===== config.mk =====
export PLATFORM = sky130hd
export DESIGN_NAME = start_stop_ctrl
export DESIGN_NICKNAME = d
export VERILOG_FILES = /design/src/rtl/start_stop_ctrl.sv
export SDC_FILE = /design/constraint.sdc
export NUM_CORES = 1
export LEC_CHECK = 0
export CORE_MARGIN = 1.5
export CORE_UTILIZATION = 35
export CTS_BUF_LIST = sky130_fd_sc_hd__clkbuf_8
export CTS_CLUSTER_SIZE = 20
export DETAILED_ROUTE_END_ITERATION = 8
export GPL_TIMING_DRIVEN = 1
export RECOVER_POWER = 100
export SYNTH_ARGS = -nofsm -noshare
export SYNTH_HDL_FRONTEND = slang
export SYNTH_SLANG_ARGS = --single-unit

===== constraint.sdc =====
create_clock -name clk -period 2.1 [get_ports clk]
set_clock_uncertainty 0.15 [all_clocks]
set_input_delay 0.42 -clock clk [delete_from_list [all_inputs] [get_ports clk]]
set_output_delay 0.42 -clock clk [all_outputs]
set_load 0.1 [all_outputs]

===== src/rtl/start_stop_ctrl.sv =====
// START/STOP front end: two-flop sync, debounce and press detect per button,
// feeding an IDLE/RUN/STOP controller with a one-cycle clear pulse.
module start_stop_ctrl #(
  parameter int unsigned DEBOUNCE_CYCLES = 1000000,
  localparam int unsigned CNT_W = $clog2(DEBOUNCE_CYCLES + 1)
) (
  input  logic       clk,
  input  logic       rst_n,
  input  logic       btn_start,
  input  logic       btn_clear,
  output logic       run,
  output logic       clear,
  output logic [1:0] state
);

  localparam logic [1:0] S_IDLE = 2'b00;
  localparam logic [1:0] S_RUN  = 2'b01;
  localparam logic [1:0] S_STOP = 2'b10;

  localparam logic [CNT_W-1:0] CNT_LAST = CNT_W'(DEBOUNCE_CYCLES - 1);

  // Bit 0 carries START/STOP, bit 1 carries CLEAR through every stage.
  logic [1:0]       r_sync1;
  logic [1:0]       r_sync2;
  logic [1:0]       r_db;
  logic [1:0]       r_db_d;
  logic [1:0]       r_press;
  logic [CNT_W-1:0] r_cnt [2];

  logic [1:0] r_state;
  logic       r_run;
  logic       r_clear;
  logic [1:0] w_next;
  logic       w_clr;

  always_ff @(posedge clk or negedge rst_n) begin
    if (!rst_n) begin
      r_sync1 <= '0;
      r_sync2 <= '0;
      r_db    <= '0;
      r_db_d  <= '0;
      r_press <= '0;
      for (int unsigned i = 0; i < 2; i++) begin
        r_cnt[i] <= '0;
      end
    end else begin
      r_sync1 <= {btn_clear, btn_start};
      r_sync2 <= r_sync1;
      r_db_d  <= r_db;
      r_press <= r_db & ~r_db_d;
      for (int unsigned i = 0; i < 2; i++) begin
        if (r_sync2[i] == r_db[i]) begin
          r_cnt[i] <= '0;
        end else if (r_cnt[i] == CNT_LAST) begin
          r_db[i]  <= r_sync2[i];
          r_cnt[i] <= '0;
        end else begin
          r_cnt[i] <= r_cnt[i] + 1'b1;
        end
      end
    end
  end

  // Clear press overrides a coincident start press.
  always_comb begin
    w_clr  = r_press[1];
    w_next = r_state;
    if (w_clr) begin
      w_next = S_IDLE;
    end else if (r_press[0]) begin
      case (r_state)
        S_IDLE:  w_next = S_RUN;
        S_RUN:   w_next = S_STOP;
        S_STOP:  w_next = S_RUN;
        default: w_next = S_IDLE;
      endcase
    end
  end

  always_ff @(posedge clk or negedge rst_n) begin
    if (!rst_n) begin
      r_state <= S_IDLE;
      r_run   <= 1'b0;
      r_clear <= 1'b0;
    end else begin
      r_state <= w_next;
      r_run   <= (w_next == S_RUN);
      r_clear <= w_clr;
    end
  end

  assign run   = r_run;
  assign clear = r_clear;
  assign state = r_state;

endmodule


==> results of run 1 <==
sequential cells by signal (all words and copies together), names as in the netlist:
| name | cells |
|---|---|
| r_cnt | 40 |
| r_db | 2 |
| r_db_d | 2 |
| r_press | 2 |
| r_sync1 | 2 |
| r_sync2 | 2 |
| state | 2 |
| clear | 1 |
| run | 1 |
metrics by stage:
stage / hold slack, ns / setup WS, ns / cells / setup TNS, ns
2_1_floorplan: -0.02559 / 0.07245 / 244 / 0
3_3_place_gp: 0.1815 / 0.06016 / 357 / 0
3_5_place_dp: 0.1855 / 0.04853 / 357 / 0
4_1_cts: 0.2072 / 0.03322 / 365 / 0
5_1_grt: 0.2286 / -0.0005294 / 365 / -0.0005294
6_report: 0.2047 / 0.08884 / 365 / 0
logic make-up (layout without fill, tap and decap cells):
kind of cell,Yosys count,in the layout
AND/OR/NAND/NOR,112,112
flip-flops,54,54
AO/OA/AOI/OAI,31,31
XOR/XNOR,24,24
buffers and inverters,18,43
multiplexers,3,3
adder cells (fa/ha/maj),2,2
final cells by class:
cell class | instances | area, sq um | area share, %
clock buffer | 5 | 68.82 | 2.393
clock inverter | 2 | 10.01 | 0.3481
sequential | 54 | 1351 | 47.00
multi-input combinational | 172 | 1081 | 37.60
timing repair buffer | 27 | 210.2 | 7.311
inverter | 9 | 33.78 | 1.175
tap | 96 | 120.1 | 4.178
layout by cell type (no fill, tap or decap), types with 2 or more instances in the layout:
master	instances
nor4_1	3
o31ai_1	3
nor2b_1	2
or4_1	6
mux2_2	3
or2_2	2
nand3_1	13
nand2_1	17
nor2_1	31
a21oi_1	15
buf_4	16
nor3_1	6
dlygate4sd3_1	3
nand4_1	6
xor2_1	9
xnor2_1	15
a31o_2	2
or4_4	3
clkbuf_8	5
dfrtp_1	54
nand2b_1	2
or3_2	2
o21ai_0	9
clkinv_2	2
clkbuf_4	2
inv_1	9
or3_1	6
clkbuf_2	4
metal layers:
metal  vias to the layer above  global-route usage, %  wire (um)
li1                        892                      -          -
met1                       881                  15.88       2069
met2                        20                  22.73       2140
met3                         5                  3.128        130
met4                         0                  3.896         63
met5                         -                      0          0
power breakdown:
group,internal (uW),switching [uW]
logic,27.3,46.2
clock network,225,321
registers,1050,10.2
worst max-delay path: cells and delay by family (launching register included):
family	cells	cell delay (ns)
AOI/OAI and AO/OA	1	0.15
DFF	1	0.43
and+or+nand+nor	3	1.22
worst max-delay path by stage:
stage                              startpoint                   to  slack (ns)  depth (start not counted)
after floorplan            r_cnt[0]$_DFF_PN0_  r_cnt[18]$_DFF_PN0_        0.07                          6
after global placement    r_cnt[12]$_DFF_PN0_  r_cnt[17]$_DFF_PN0_        0.06                          5
after detailed placement   r_cnt[1]$_DFF_PN0_  r_cnt[18]$_DFF_PN0_        0.05                          5
after CTS                  r_cnt[1]$_DFF_PN0_  r_cnt[18]$_DFF_PN0_        0.03                          5
after global routing       r_cnt[1]$_DFF_PN0_  r_cnt[18]$_DFF_PN0_     -0.0005                          5
final                     r_cnt[24]$_DFF_PN0_  r_cnt[37]$_DFF_PN0_        0.09                          4
timing repair:
| item | CTS | global route |
|---|---|---|
| gates resized for setup | 0 | 3 |
| endpoints found under the hold margin | 54 | 0 |
| setup endpoints to repair | 0 | 20 |
| hold buffers | 1 | 0 |
==> results.toml, run 1 <==
[hold_path]
hold_class = "reg -> reg"
worstHoldStart = "r_sync1[1]$_DFF_PN0_"
min_path_cells = 0
whs_endpoint = "r_sync2[1]$_DFF_PN0_"

[logic_synthesis]
synth_top_area_share_pct = 54.22
synth_warnings = 0
synth_common_cells = "dfrtp_1 (54), nor2_1 (31), nand2_1 (17)"
synthMuxAreaShare_pct = 1.355
netlist_area_sq_mm = 0.002492
async_reset_ff_share_pct = 100.0
synth_most_common_cell = "dfrtp_1"
netlist_top_cells_area = "dfrtp_1 (54%), xnor2_1 (5.3%), nor2_1 (4.7%)"
synth_compound_area_share_pct = 7.078
synthAdderAreaFrac_pct = 1.004
synth-main-ff-cell = "dfrtp_1"
synth_fp_nets = 250
synth_top_family_by_area = "simple AND/OR/NAND/NOR gates"
syn_inst = 244
synth-edff-count = 0
synth_seq_area_share_pct = 54.22
yosysUniqueCellTypes = 37
synth_top_cell_by_area = "dfrtp_1"
yosys.area_share.simple_pct = 25.00
ys_ff_latch = 54
synthXorXnorAreaFrac_pct = 8.434
avgSynthCellArea_sq_um = 10.21

[routing]
avgRoutedWirePerCell_um = 12.07
drt_iter0_markers = 71
ant_nets = 0
drt_wl_total_um = 4404
vias = 1798
via_per_inst = 4.926
drcViolationCount = 0
drtPass1Iterations = 4

[global_route]
grt_pass1_wl_um = 7914
grt_antenna_before_repair = 0
grt-ovfl-total = 0
grt_use_total_pct = 13.02
grt_pass1_vias = 1820
grt_max_degree = 55

[clock_network]
clkLatencyLatePin_ns = 0.30
clock_path_buffers = 2
numCtsBuffers = 5
cts-root-buf = "clkbuf_8"
cts.reportedPaths.clkPinSlew_ns = 0.09
htree_levels = 2
cts_tree = "built"
cts_setup_buffers = 0
clock_sinks = 54

[sta]
finalHoldViolations = 0
slew_violations = 0
relSlewSlack_pct = 51.61
setup_viol_count_final = 0
min_period_ns = 2.011
fin_crit_sh_pct = 95.77
tightest_slew_ns = 0.7258
fmax_mhz = 497.2

[die]
pin_count = 8
die_h_um = 87.39
die-area_sq_mm = 0.007636
coreArea_sq_mm = 0.006832
die_w_um = 87.39
core.rowCount = 30
initial_core_util_pct = 36.48

[cells_and_area]
nNetsFinal = 275
final_cell_area_sq_mm = 0.002875
area_growth_pct = 15.36
layout-drive-gt1-share_pct = 19.70
post-route-util_pct = 42.09
diodes = 0
fillers = 693

[pwr]
irDropWorstVdd_mv = 0.3308
total_power_uw = 1681
leakagePower_uw = 0.001196
p_per_area_mw_per_mm2 = 584.7

[placement]
io_buffers = 7
dp_hpwl_um = 2986
place.gp.congestion = 0.8158
place_area_sq_mm = 0.002816

[worst_setup_path]
critPathLaunchType = "register"
r2r_cells = 4
reg2reg_to = "r_cnt[37]$_DFF_PN0_"
cp-end-kind = "register"
rrSetupSlack_ns = 0.09
crit_fanout = 6
crit_required_ns = 2.18
path_cells = "nand4_2 > or4_1 > or3_1 > a21oi_1"
cp.arrival_ns = 2.09
r2r_start = "r_cnt[24]$_DFF_PN0_"
crit_slowest_cell = "or4_1"
critPathMaxStageDelay_ns = 0.66
worst-setup-path-type = "reg -> reg"

[job]
max-cap-violations = 0

[run_status]
outcome = "complete, no violations"
Power figures use the tool's default switching activity.
==> run 2, diff against run 1 <==
==> constraint.sdc (replaced) <==
create_clock -name clk -period 2.1 [get_ports clk]
set_clock_uncertainty 0.15 [all_clocks]
set_input_delay 0.21 -clock clk [delete_from_list [all_inputs] [get_ports clk]]
set_output_delay 0.21 -clock clk [all_outputs]
set_load 0.1 [all_outputs]
==> results.toml, run 2 (synthesized netlist as in run 1, its figures left out) <==
[routing]
drtPass1Iterations = 4
drcViolationCount = 0
drt_wl_total_um = 4375
vias = 1833
via_per_inst = 4.995
ant_nets = 0
drt_iter0_markers = 70
avgRoutedWirePerCell_um = 11.92

[sta]
layout_setup_ws_ns = 0.1197
min_period_ns = 1.980
setup_viol_count_final = 0
tightest_slew_ns = 1.256
rsz0062_at_grt = "no"
tns_ns = 0
slew_violations = 0
holdWs_ns = 0.2087
relSlewSlack_pct = 16.25
finalHoldViolations = 0
fin_crit_sh_pct = 94.30
fmax_mhz = 505.0

[clock_network]
clock_sinks = 54
cts.reportedPaths.clkPinSlew_ns = 0.10
clkLatencyLatePin_ns = 0.30
clock_path_buffers = 2
numCtsBuffers = 5
cts-root-buf = "clkbuf_8"
cts_tree = "built"
cts_setup_buffers = 0
htree_levels = 2

[hold_path]
worstHoldStart = "r_sync1[0]$_DFF_PN0_"
min_path_cells = 0
whs_endpoint = "r_sync2[0]$_DFF_PN0_"
hold_class = "reg -> reg"

[die]
core.rowCount = 30
coreArea_sq_mm = 0.006832
die_w_um = 87.39
pin_count = 8
die_h_um = 87.39
die-area_sq_mm = 0.007636
initial_core_util_pct = 36.48

[worst_setup_path]
cp.arrival_ns = 2.08
rrSetupSlack_ns = 0.12
reg2reg_to = "r_cnt[18]$_DFF_PN0_"
crit_required_ns = 2.20
r2r_cells = 5
r2r_start = "r_cnt[1]$_DFF_PN0_"
crit_fanout = 8
startpoint = "r_cnt[1]$_DFF_PN0_"
worst-setup-path-type = "reg -> reg"
cp-end-kind = "register"
critPathLaunchType = "register"

[job]
max-cap-violations = 0

[cells_and_area]
layout_common_cells = "dfrtp_1 (53), nor2_1 (31), buf_4 (18)"
nNetsFinal = 276
regMostFlops = "r_cnt"
final_common_cell = "dfrtp_1"
area_growth_pct = 16.62
instances_no_fill = 367
largest_register_ffs = 40
diodes = 0
layout-drive-gt1-share_pct = 19.93

[global_route]
grt_pass1_wl_um = 8045
grt-ovfl-total = 0
grt_use_total_pct = 13.45
grt_antenna_before_repair = 0
grt_max_degree = 32
grt_pass1_vias = 1778

[placement]
dp_hpwl_um = 3092
io_buffers = 7
place.gp.congestion = 0.8348
dp_cells = 358
post-place-ws_ns = 0.04655

[pwr]
switching_share_pct = 22.57
p_per_area_mw_per_mm2 = 597.8
leakagePower_uw = 0.001208
combPwrFrac_pct = 4.2
total_power_uw = 1738
p_switching_uw = 392.1
power_frac_clock_pct = 34.7
internal_power_uw = 1345
seqPwrFrac_pct = 61.1
irDropWorstVdd_mv = 0.2377

[run_status]
outcome = "complete, no violations"
## run 2: per-layer routing
metal | part of all wire, % | GRT usage (%) | up-vias
met5 | 0 | 0 | -
met1 | 48 | 17.35 | 907
li1 | - | - | 899
met2 | 47 | 21.89 | 22
met4 | 1.4 | 4.762 | 0
met3 | 3.3 | 3.412 | 5
## run 2: timing repair
item	in CTS	in global routing
hold buffers	1	0
resized for setup	0	4
setup endpoints to repair	0	22
hold endpoints to repair	23	0
## run 2: worst max-delay path by stage
stage | to | cells past startpoint | slack, ns
finish | r_cnt[18]$_DFF_PN0_ | 5 | 0.12
global route | r_cnt[26]$_DFF_PN0_ | 7 | 0.0006
CTS | r_cnt[18]$_DFF_PN0_ | 5 | 0.03
detailed placement | r_cnt[18]$_DFF_PN0_ | 5 | 0.05
global placement | r_cnt[17]$_DFF_PN0_ | 5 | 0.07
floorplan | r_cnt[18]$_DFF_PN0_ | 6 | 0.07
## run 2: cell type report
type                    count  area [sq um]
clock buffers               6         82.58
clock inverters             2         12.51
fillers                   721          3925
inverters                   9         33.78
multi-input cells         172          1085
flip-flops and latches     54          1353
well taps                  96         120.1
repair buffers             28         220.2
## run 2: per-stage QoR
stage                     utilization [%]  instance area, sq um
after CTS                           42.69                  2917
after global routing                42.55                  2907
after global placement              41.15                  2811
final                               42.55                  2907
after floorplan                         -                  2501
after detailed placement            41.15                  2811
## run 2: power groups by stage
stage	combinational (uW)	sequential, uW	clock [uW]
2_1_floorplan	29.0	1080	0
3_3_place_gp	78.2	1080	0
3_5_place_dp	79.4	1080	0
4_1_cts	81.0	1060	630
5_1_grt	87.9	1060	675
6_report	73.7	1060	602
## run 2: critical path, stage by stage (launching register included)
cell     delay [ns]
dfrtp_1        0.40
ha_2           0.19
nand2_1        0.08
or4_4          0.47
or4_4          0.50
a21oi_2        0.13
==> run 3, diff against run 2 <==
Settings changed: CAP_MARGIN set to 20.
==> results of run 3 <==
Same layout as run 2: the final DEF is identical, and so are final timing and power.
